<file path="config.mk">
export PLATFORM = sky130hd
export DESIGN_NAME = uart_frame_writer
export DESIGN_NICKNAME = d
export VERILOG_FILES = /design/src/rtl/uart_frame_writer.sv
export SDC_FILE = /design/constraint.sdc
export NUM_CORES = 1
export LEC_CHECK = 0
export BUFFER_PORTS_ARGS = -buffer_cell sky130_fd_sc_hd__buf_2
export CELL_PAD_IN_SITES_DETAIL_PLACEMENT = 1
export CELL_PAD_IN_SITES_GLOBAL_PLACEMENT = 2
export CORE_ASPECT_RATIO = 1.4
export CORE_MARGIN = 1
export CORE_UTILIZATION = 34
export DETAILED_ROUTE_END_ITERATION = 16
export PLACE_DENSITY_LB_ADDON = 0.2
export RECOVER_POWER = 50
export SLEW_MARGIN = 20
export SYNTH_ARGS = -nofsm -noshare
export SYNTH_HDL_FRONTEND = slang
export SYNTH_SLANG_ARGS = --single-unit
export TNS_END_PERCENT = 20
</file>
<file path="constraint.sdc">
create_clock -name clk -period 3.2 [get_ports clk]
set_clock_uncertainty 0.2 [all_clocks]
set_input_delay 0.64 -clock clk [delete_from_list [all_inputs] [get_ports clk]]
set_output_delay 0.64 -clock clk [all_outputs]
set_load 0.02 [all_outputs]
</file>
<file path="src/rtl/uart_frame_writer.sv">
// Frame writer between the UART receiver and the sample RAM: drops a fixed header,
// packs payload bytes little-endian into words and writes one frame of DEPTH words.
module uart_frame_writer #(
   parameter int ADDR_W    = 16,
   parameter int DEPTH     = 65536,
   parameter int BPW       = 1,
   parameter int HDR_BYTES = 15
) (
   input  logic                clk,
   input  logic                rst_n,
   input  logic                start,
   input  logic                abort,
   input  logic                rx_tick,
   input  logic [7:0]          rx_data,
   output logic                wen,
   output logic [ADDR_W-1:0]   addr,
   output logic [8*BPW-1:0]    dout,
   output logic                busy,
   output logic                fin
);

   localparam int WORD_W = ADDR_W + 1;
   localparam int BIDX_W = (BPW > 1) ? $clog2(BPW) : 1;
   localparam int HDR_W  = (HDR_BYTES > 1) ? $clog2(HDR_BYTES) : 1;

   localparam logic [HDR_W-1:0]  HDR_LAST  = HDR_W'((HDR_BYTES > 0) ? HDR_BYTES - 1 : 0);
   localparam logic [BIDX_W-1:0] BYTE_LAST = BIDX_W'(BPW - 1);
   localparam logic [WORD_W-1:0] WORD_LAST = WORD_W'(DEPTH - 1);

   typedef enum logic [1:0] {S_IDLE, S_SKIP, S_FILL, S_DONE} state_t;

   state_t              state_q, state_d;
   logic [HDR_W-1:0]    hdr_cnt_q, hdr_cnt_d;
   logic [BIDX_W-1:0]   byte_idx_q, byte_idx_d;
   logic [WORD_W-1:0]   word_idx_q, word_idx_d;
   logic [8*BPW-1:0]    pack_q, pack_d;
   logic                wen_q, wen_d;
   logic [ADDR_W-1:0]   addr_q, addr_d;
   logic [8*BPW-1:0]    dout_q, dout_d;
   logic                fin_q, fin_d;

   always_ff @(posedge clk or negedge rst_n) begin
      if (!rst_n) begin
         state_q    <= S_IDLE;
         hdr_cnt_q  <= '0;
         byte_idx_q <= '0;
         word_idx_q <= '0;
         pack_q     <= '0;
         wen_q      <= 1'b0;
         addr_q     <= '0;
         dout_q     <= '0;
         fin_q      <= 1'b0;
      end else begin
         state_q    <= state_d;
         hdr_cnt_q  <= hdr_cnt_d;
         byte_idx_q <= byte_idx_d;
         word_idx_q <= word_idx_d;
         pack_q     <= pack_d;
         wen_q      <= wen_d;
         addr_q     <= addr_d;
         dout_q     <= dout_d;
         fin_q      <= fin_d;
      end
   end

   always_comb begin
      state_d    = state_q;
      hdr_cnt_d  = hdr_cnt_q;
      byte_idx_d = byte_idx_q;
      word_idx_d = word_idx_q;
      pack_d     = pack_q;
      wen_d      = 1'b0;
      addr_d     = addr_q;
      dout_d     = dout_q;
      fin_d      = fin_q;

      if (abort) begin
         // Partial word is dropped; words already in RAM stay there.
         state_d    = S_IDLE;
         fin_d      = 1'b0;
         hdr_cnt_d  = '0;
         byte_idx_d = '0;
         word_idx_d = '0;
         pack_d     = '0;
      end else begin
         case (state_q)
            S_IDLE, S_DONE: begin
               if (state_q == S_DONE) begin
                  addr_d = '0;
                  fin_d  = 1'b1;
               end
               if (start) begin
                  state_d    = (HDR_BYTES > 0) ? S_SKIP : S_FILL;
                  fin_d      = 1'b0;
                  hdr_cnt_d  = '0;
                  byte_idx_d = '0;
                  word_idx_d = '0;
                  pack_d     = '0;
               end
            end
            S_SKIP: begin
               if (rx_tick) begin
                  hdr_cnt_d = hdr_cnt_q + HDR_W'(1);
                  if (hdr_cnt_q == HDR_LAST) state_d = S_FILL;
               end
            end
            S_FILL: begin
               if (rx_tick) begin
                  for (int i = 0; i < BPW; i++) begin
                     if (byte_idx_q == BIDX_W'(i)) pack_d[i*8 +: 8] = rx_data;
                  end
                  if (byte_idx_q == BYTE_LAST) begin
                     byte_idx_d = '0;
                     wen_d      = 1'b1;
                     dout_d     = pack_d;
                     addr_d     = word_idx_q[ADDR_W-1:0];
                     word_idx_d = word_idx_q + WORD_W'(1);
                     // The final write and the move to DONE land on the same edge.
                     if (word_idx_q == WORD_LAST) state_d = S_DONE;
                  end else begin
                     byte_idx_d = byte_idx_q + BIDX_W'(1);
                  end
               end
            end
            default: state_d = S_IDLE;
         endcase
      end
   end

   assign wen  = wen_q;
   assign addr = addr_q;
   assign dout = dout_q;
   assign fin  = fin_q;
   assign busy = (state_q == S_SKIP) || (state_q == S_FILL);

endmodule

</file>
==> results of run 1 <==
[final cells by class]
class | instances | area (um^2) | share of cell area
multi-input combinational | 181 | 1090 | 0.388
inverter | 8 | 30.0 | 0.0107
tap | 92 | 115 | 0.0410
clock buffer | 7 | 86.3 | 0.0307
sequential | 49 | 1230 | 0.436
timing repair buffer | 47 | 231 | 0.0824
clock inverter | 1 | 30.0 | 0.0107
[synthesized netlist by cell type, drive strengths merged]
cell / count / area share
a211o: 1 / 0.0037
a211oi: 1 / 0.0031
a21boi: 2 / 0.0063
a21o: 1 / 0.0031
a21oi: 11 / 0.025
a22o: 1 / 0.0037
a31o: 2 / 0.0073
a31oi: 9 / 0.023
a32o: 1 / 0.0042
a32oi: 1 / 0.0037
a41o: 1 / 0.0042
a41oi: 2 / 0.0073
and2: 1 / 0.0026
and3: 1 / 0.0026
buf: 8 / 0.016
clkbuf: 5 / 0.0078
dfrtp: 49 / 0.51
ha: 8 / 0.042
inv: 8 / 0.013
mux2: 8 / 0.038
mux2i: 1 / 0.0042
nand2: 50 / 0.078
nand2b: 5 / 0.013
nand3: 9 / 0.026
nand3b: 2 / 0.0063
nand4: 5 / 0.013
nor2: 8 / 0.013
nor2b: 5 / 0.013
nor3: 3 / 0.0063
nor4: 3 / 0.0078
nor4b: 1 / 0.0037
o211ai: 1 / 0.0031
o21ai: 29 / 0.060
o21ba: 1 / 0.0042
o22ai: 1 / 0.0026
o31ai: 1 / 0.0031
or2: 2 / 0.0052
or4: 3 / 0.011
[power by group]
part	leakage (nW)	total, W	switching, W	internal [W]
clock	0.0585	0.000467	0.000211	0.000255
combinational	0.503	0.000683	0.000455	0.000228
sequential	0.669	0.000729	0.0000413	0.000688
total	1.23	0.00188	0.000707	0.00117
[state kept, by name, indices dropped and copies added, names as in the netlist]
| signal | flops |
|---|---|
| addr | 16 |
| dout | 8 |
| fin | 1 |
| hdr_cnt_q | 4 |
| state_q | 2 |
| wen | 1 |
| word_idx_q | 17 |
[worst max-delay path, stage by stage, from the launching register on]
cell	delay (ns)
dfrtp_1	0.43
ha_1	0.24
nand3_2	0.15
or4_4	0.56
nor3_1	0.22
ha_1	0.17
a21boi_0	0.09
o31ai_2	0.32
a21oi_1	0.12
a41o_1	0.22
[per-layer routing]
metal,track usage,vias to the layer above
li1,-,965
met1,0.199,990
met2,0.339,28
met3,0.0239,6
met4,0.0573,0
met5,0,-
[repair_timing]
item | CTS | global route
hold buffers | 0 | 0
gates resized for setup | 0 | 1
setup endpoints to repair | 0 | 1
[path summary, 6_finish.rpt]
path                               start       endpoint  slack, ns
max                        word_idx_q[0]     state_q[1]       0.38
min                              addr[6]        addr[6]       0.28
max reg2reg                word_idx_q[0]     state_q[1]       0.38
min reg2reg                      addr[6]        addr[6]       0.28
max in group asynchronous          rst_n   hdr_cnt_q[1]       0.85
min in group asynchronous          rst_n  word_idx_q[1]       0.49
[stage by stage]
stage	instance area, um^2	util	std cells	total power (W)
6_report	2810	0.419	385	0.00188
2_1_floorplan	2400	-	251	0.00119
3_5_place_dp	2710	0.405	377	0.00143
4_1_cts	2830	0.422	385	0.00190
3_3_place_gp	2710	0.405	377	0.00141
5_1_grt	2810	0.419	385	0.00199
[kinds of logic (layout without fill, tap and decap cells)]
logic type,Yosys count,count (layout),synth area share
AND/OR/NAND/NOR,98,98,0.201
flip-flops,49,49,0.511
buffers and inverters,21,63,0.0365
adder cells (fa/ha/maj),8,8,0.0417
multiplexers,9,9,0.0417
AO/OA/AOI/OAI,66,66,0.168
==> flow_summary.ini, run 1 <==
[synth]
synth_sequential_area_ratio = 0.511
ys_ff_latch = 49
ys_types = 43
synth_fp_nets = 272
syn_area_mm2 = 0.00240
yosys_warnings = 0
synth_area_per_cell_um2 = 9.56
synthCells = 251

[drt]
wl_met1_mm = 2.56
wl_per_cell_um = 15.7
num_vias = 1989
highest_layer = met4
vias_per_cell = 5.17
drt-pass1-iter-count = 4
wl_met3_um = 144
totalWireLength_mm = 6.03
routed-wl-met2_mm = 3.26
drt_iter0_drc = 59
postRouteAntennaNets = 0
drc = 0

[power]
vdd_drop_max_mv = 0.415
leakage_nw = 1.23
power_density_mw_per_mm2 = 669

[sta]
max_freq_mhz = 355
rsz0062_at_grt = false
min_period_over_period = 0.881
worst_pin_slew_ns = 1.50
setup_viol = 0
slew_headroom = -0.00235
period_minus_slack_ns = 2.82
maxSlewViolCount = 26
final.setup.tns_ns = 0
setup_ws_ns = 0.379
hold_violations = 0
hold-worst-slack_ns = 0.284

[finish]
nets = 313
layout_commonest_cell = nand2_1
n_antenna_cell = 0
area_delta_synth_final_pct = 17.1
mostFrequentLayoutCells = 50 x nand2_1, 49 x dfrtp_1, 29 x o21ai_0
drive_gt1_frac = 0.191
num-fill-cells = 812

[worst_hold_path]
hp-class = reg -> reg
whs_path_depth = 2

[clocking]
path_clk_slew_ns = 0.09
clkSinkCount = 49
clock_path_buffers = 2
post_cts_buffers = 0
ctsRootBufferMaster = clkbuf_8
cts_max_level = 2
cts_tree = built
clkLatencyLatePin_ns = 0.30
cts-buffers-inserted = 5

[die]
die_h_um = 101
fp.dieW_um = 73.0
fp-row-count = 35
ios = 40
core_area_mm2 = 0.00670
initial_core_util = 0.358
die_area_mm2 = 0.00740

[grt]
grt_overflow_total = 0
first_global_vias = 2087
grt_usage = 0.178
grt_pass1_wl_mm = 10.1
antenna_found_initial = 0
grt_max_degree = 33

[placed_design]
io_buffers = 39
place.detailed.hpwl_mm = 4.43
dp_slack_ns = 0.295
gp_congestion = 0.793

[setup_path]
worstPathArrival_ns = 2.82
worstPathRequired_ns = 3.20
r2r_cells = 9
path_max_fanout = 6
cp-end-kind = register
start_kind = register
crit_type = reg -> reg

[run_status]
status = finished with violations
violations = capacitance limit, slew limit

[job]
cap_violations = 1
Note: power is estimated with default switching activity, not from simulation.
==> run 2, diff against run 1 <==
- CORE_MARGIN: 1 -> 5
==> flow_summary.ini, run 2 (synthesized netlist as in run 1, its figures left out) <==
[run_status]
status = finished with violations
violations = capacitance limit, slew limit

[power]
switchingPower_w = 0.000685
power.share.clock = 0.203
pwr-share-comb = 0.380
leakage_nw = 1.21
p_seq_frac = 0.416
internal-power_w = 0.00106
vdd_drop_max_mv = 0.395
power_density_mw_per_mm2 = 631
p_sw_frac = 0.392

[placed_design]
place.detailed.hpwl_mm = 4.38
io_buffers = 39
dp_slack_ns = 0.287
dp.cells = 380
gp_congestion = 0.796

[drt]
wl_per_cell_um = 14.9
postRouteAntennaNets = 0
vias_per_cell = 5.02
drt_iter0_drc = 39
num_vias = 1949
drc = 0
drt-pass1-iter-count = 2
totalWireLength_mm = 5.80

[setup_path]
r2r_start = word_idx_q[0]
crit_type = reg -> reg
r2r_slack_ns = 0.27
reg2reg_to = state_q[1]
r2r_cells = 9
cp-end-kind = register
worstPathArrival_ns = 2.92
start_kind = register
worstPathRequired_ns = 3.20
path_max_fanout = 6

[sta]
period_minus_slack_ns = 2.93
max_freq_mhz = 342
rsz0062_at_grt = false
setup_viol = 0
final.setup.tns_ns = 0
setup_ws_ns = 0.274
maxSlewViolCount = 29
slew_headroom = -0.0491
min_period_over_period = 0.914
worst_pin_slew_ns = 1.57
hold_violations = 0

[grt]
grt_pass1_wl_mm = 10.1
first_global_vias = 2086
antenna_found_initial = 0
grt_max_degree = 33
grt_overflow_total = 0
grt_usage = 0.146

[finish]
layout_commonest_cell = nand2_1
multi_input_area_mm2 = 0.00109
ff_latch_area_mm2 = 0.00123
mostFrequentLayoutCells = 50 x nand2_1, 49 x dfrtp_1, 29 x o21ai_0
nets = 313
drive_gt1_frac = 0.184
fin_cells = 388
area_delta_synth_final_pct = 15.6
regMostFlops = word_idx_q
largest_reg_flops = 17
final_util = 0.400
n_antenna_cell = 0
num-fill-cells = 846

[die]
ios = 40
die_area_mm2 = 0.00886
fp.dieW_um = 81.0
die_h_um = 109
core_area_mm2 = 0.00694
fp-row-count = 36
initial_core_util = 0.346

[worst_hold_path]
hp-class = reg -> reg
whs_path_depth = 2
min_to = addr[7]
hold_start = addr[7]

[clocking]
hold_buffers = 0
cts_max_level = 2
clkSinkCount = 49
ctsResizeCount = 0
clock_path_buffers = 2
cts-buffers-inserted = 5
cts_tree = built
clkLatencyLatePin_ns = 0.30
ctsRootBufferMaster = clkbuf_8
post_cts_buffers = 0
path_clk_slew_ns = 0.09

[job]
cap_violations = 1
run 2: cell type report:
type,count,area share
clock inverter,1,0.00271
sequential,49,0.442
timing repair buffer,47,0.0825
inverter,8,0.0108
clock buffer,7,0.0275
multi-input combinational,181,0.392
tap,95,0.0429
run 2: how the worst max path moves through the flow:
| stage | startpoint | end | slack (ns) | depth (start not counted) |
|---|---|---|---|---|
| 2_1_floorplan | word_idx_q[0] | state_q[1] | 0.61 | 9 |
| 3_3_place_gp | word_idx_q[0] | state_q[1] | 0.41 | 9 |
| 3_5_place_dp | word_idx_q[0] | state_q[1] | 0.29 | 9 |
| 4_1_cts | word_idx_q[0] | state_q[1] | 0.26 | 9 |
| 5_1_grt | word_idx_q[0] | state_q[0] | 0.06 | 9 |
| 6_report | word_idx_q[0] | state_q[1] | 0.27 | 9 |
run 2: per-stage QoR:
step | total power (W) | hold slack (ns) | cell area (um^2)
6_report | 0.00175 | 0.277 | 2770
5_1_grt | 0.00188 | 0.307 | 2770
4_1_cts | 0.00179 | 0.118 | 2800
3_5_place_dp | 0.00143 | 0.265 | 2720
3_3_place_gp | 0.00142 | 0.255 | 2720
2_1_floorplan | 0.00119 | 0.144 | 2400
run 2: routing by layer:
layer | track usage | vias to the layer above | part of all wire
li1 | - | 960 | -
met1 | 0.173 | 961 | 0.43
met2 | 0.273 | 26 | 0.54
met3 | 0.0221 | 2 | 0.027
met4 | 0.0362 | 0 | 0.0071
met5 | 0 | - | 0
run 2: power groups by stage:
stage                     Sequential (W)  Clock [W]  Combinational, W
after floorplan                 0.000800          0          0.000392
after global placement          0.000739          0          0.000683
after detailed placement        0.000742          0          0.000687
after CTS                       0.000729   0.000373          0.000687
after global routing            0.000739   0.000392          0.000751
final                           0.000729   0.000356          0.000665
run 2: critical path, cell delays in order (launching register included):
cell,delay (ns)
dfrtp_1,0.44
ha_1,0.23
nand3_2,0.14
or4_4,0.55
nor3_1,0.23
ha_1,0.19
a21boi_0,0.08
o31ai_1,0.42
a21oi_1,0.13
a41o_1,0.22
==> run 3, diff against run 2 <==
- BUFFER_PORTS_ARGS: -buffer_cell sky130_fd_sc_hd__buf_2 -> unset
- CORE_UTILIZATION: 34 -> 39
- DONT_BUFFER_PORTS: unset -> 1
- GPL_TIMING_DRIVEN: unset -> 0
==> flow_summary.ini, run 3 (synthesized netlist as in run 1, its figures left out) <==
[run_status]
status = finished clean

[sta]
min_period_over_period = 0.914
slew_headroom = 0.184
setup_ws_ns = 0.276
setup_viol = 0
worst_pin_slew_ns = 1.22
maxSlewViolCount = 0
period_minus_slack_ns = 2.92
hold_violations = 0
hold-worst-slack_ns = 0.229
final.setup.tns_ns = 0
max_freq_mhz = 342
rsz0062_at_grt = false

[drt]
num_vias = 1819
drt_iter0_drc = 34
wl_per_cell_um = 16.6
wl_met3_um = 244
vias_per_cell = 5.50
drt-pass1-iter-count = 4
highest_layer = met4
drc = 0
totalWireLength_mm = 5.49
postRouteAntennaNets = 0
wl_met1_mm = 2.27
routed-wl-met2_mm = 2.90

[grt]
grt_overflow_total = 0
grt_max_degree = 50
first_global_vias = 1934
grt_usage = 0.152
antenna_found_initial = 0
grt_pass1_wl_mm = 9.65

[die]
core_area_mm2 = 0.00590
die_area_mm2 = 0.00784
fp-row-count = 33
die_h_um = 103
initial_core_util = 0.406
ios = 40
fp.dieW_um = 76.3

[clocking]
cts_max_level = 2
ctsRootBufferMaster = clkbuf_8
clkLatencyLatePin_ns = 0.30
clkSinkCount = 49
clock_path_buffers = 2
cts_tree = built
path_clk_slew_ns = 0.08
post_cts_buffers = 0
cts-buffers-inserted = 5

[setup_path]
path_max_fanout = 6
worstPathArrival_ns = 2.90
r2r_cells = 9
crit_type = reg -> reg
cp-end-kind = register
worstPathRequired_ns = 3.18
start_kind = register

[power]
power_w = 0.00171
power_density_mw_per_mm2 = 657
vdd_drop_max_mv = 0.383
leakage_nw = 1.11

[finish]
layout_commonest_cell = nand2_1
drive_gt1_frac = 0.123
n_antenna_cell = 0
area_delta_synth_final_pct = 8.45
nets = 281
regMostFlops = word_idx_q
largest_reg_flops = 17
mostFrequentLayoutCells = 50 x nand2_1, 49 x dfrtp_1, 29 x o21ai_0
num-fill-cells = 675

[placed_design]
gp_congestion = 0.802
place.detailed.hpwl_mm = 4.04
io_buffers = 0
dp_slack_ns = 0.177

[worst_hold_path]
hp-class = in -> reg
whs_path_depth = 1

[job]
cap_violations = 0
## run 3: per-layer routing
| metal | up-vias | global-route usage |
|---|---|---|
| met5 | - | 0 |
| met4 | 0 | 0.0525 |
| met3 | 5 | 0.0376 |
| met2 | 35 | 0.276 |
| met1 | 876 | 0.176 |
| li1 | 903 | - |
## run 3: path summary, 6_finish.rpt
check | from | to | slack (ns)
worst max-delay path | word_idx_q[0] | state_q[0] | 0.28
worst min-delay path | start | fin | 0.23
worst max register to register | word_idx_q[0] | state_q[0] | 0.28
worst min register to register | word_idx_q[16] | word_idx_q[16] | 0.31
max in group asynchronous | rst_n | hdr_cnt_q[2] | 1.10
min in group asynchronous | rst_n | word_idx_q[4] | 0.96
## run 3: layout make-up
cell class | instances | area [um^2] | share of cell area
plain buffers | 13 | 56.3 | 0.0216
inverters | 8 | 30.0 | 0.0115
multi-input cells | 181 | 1090 | 0.419
clock buffers | 6 | 82.6 | 0.0317
flip-flops and latches | 49 | 1230 | 0.471
well taps | 70 | 87.6 | 0.0337
repair buffers | 2 | 15.0 | 0.00577
clock inverters | 2 | 13.8 | 0.00529
## run 3: report_power, final
| part | leakage [nW] | internal [W] | switching (W) |
|---|---|---|---|
| clock network | 0.0512 | 0.000176 | 0.000206 |
| registers | 0.669 | 0.000688 | 0.000114 |
| logic | 0.386 | 0.000174 | 0.000354 |
## run 3: stage by stage
| step | util | area (um^2) | std cells |
|---|---|---|---|
| global route | 0.441 | 2600 | 331 |
| global placement | 0.421 | 2490 | 321 |
| CTS | 0.444 | 2620 | 331 |
| detailed placement | 0.421 | 2490 | 321 |
| floorplan | - | 2400 | 251 |
| finish | 0.441 | 2600 | 331 |
## run 3: timing repair
action | 4_1_cts | 5_1_grt
hold endpoints to repair | 49 | 0
hold buffers | 2 | 0
endpoints found under the setup margin | 0 | 1
gates resized for setup | 0 | 1
## run 3: worst max-delay path, stage by stage (launching register included)
cell and delay (ns):
dfrtp_1 0.44, ha_1 0.23, nand3_2 0.15, or4_4 0.56
nor3_1 0.22, ha_1 0.20, a21boi_0 0.10, o31ai_2 0.32
a21boi_0 0.27, o21ai_0 0.11
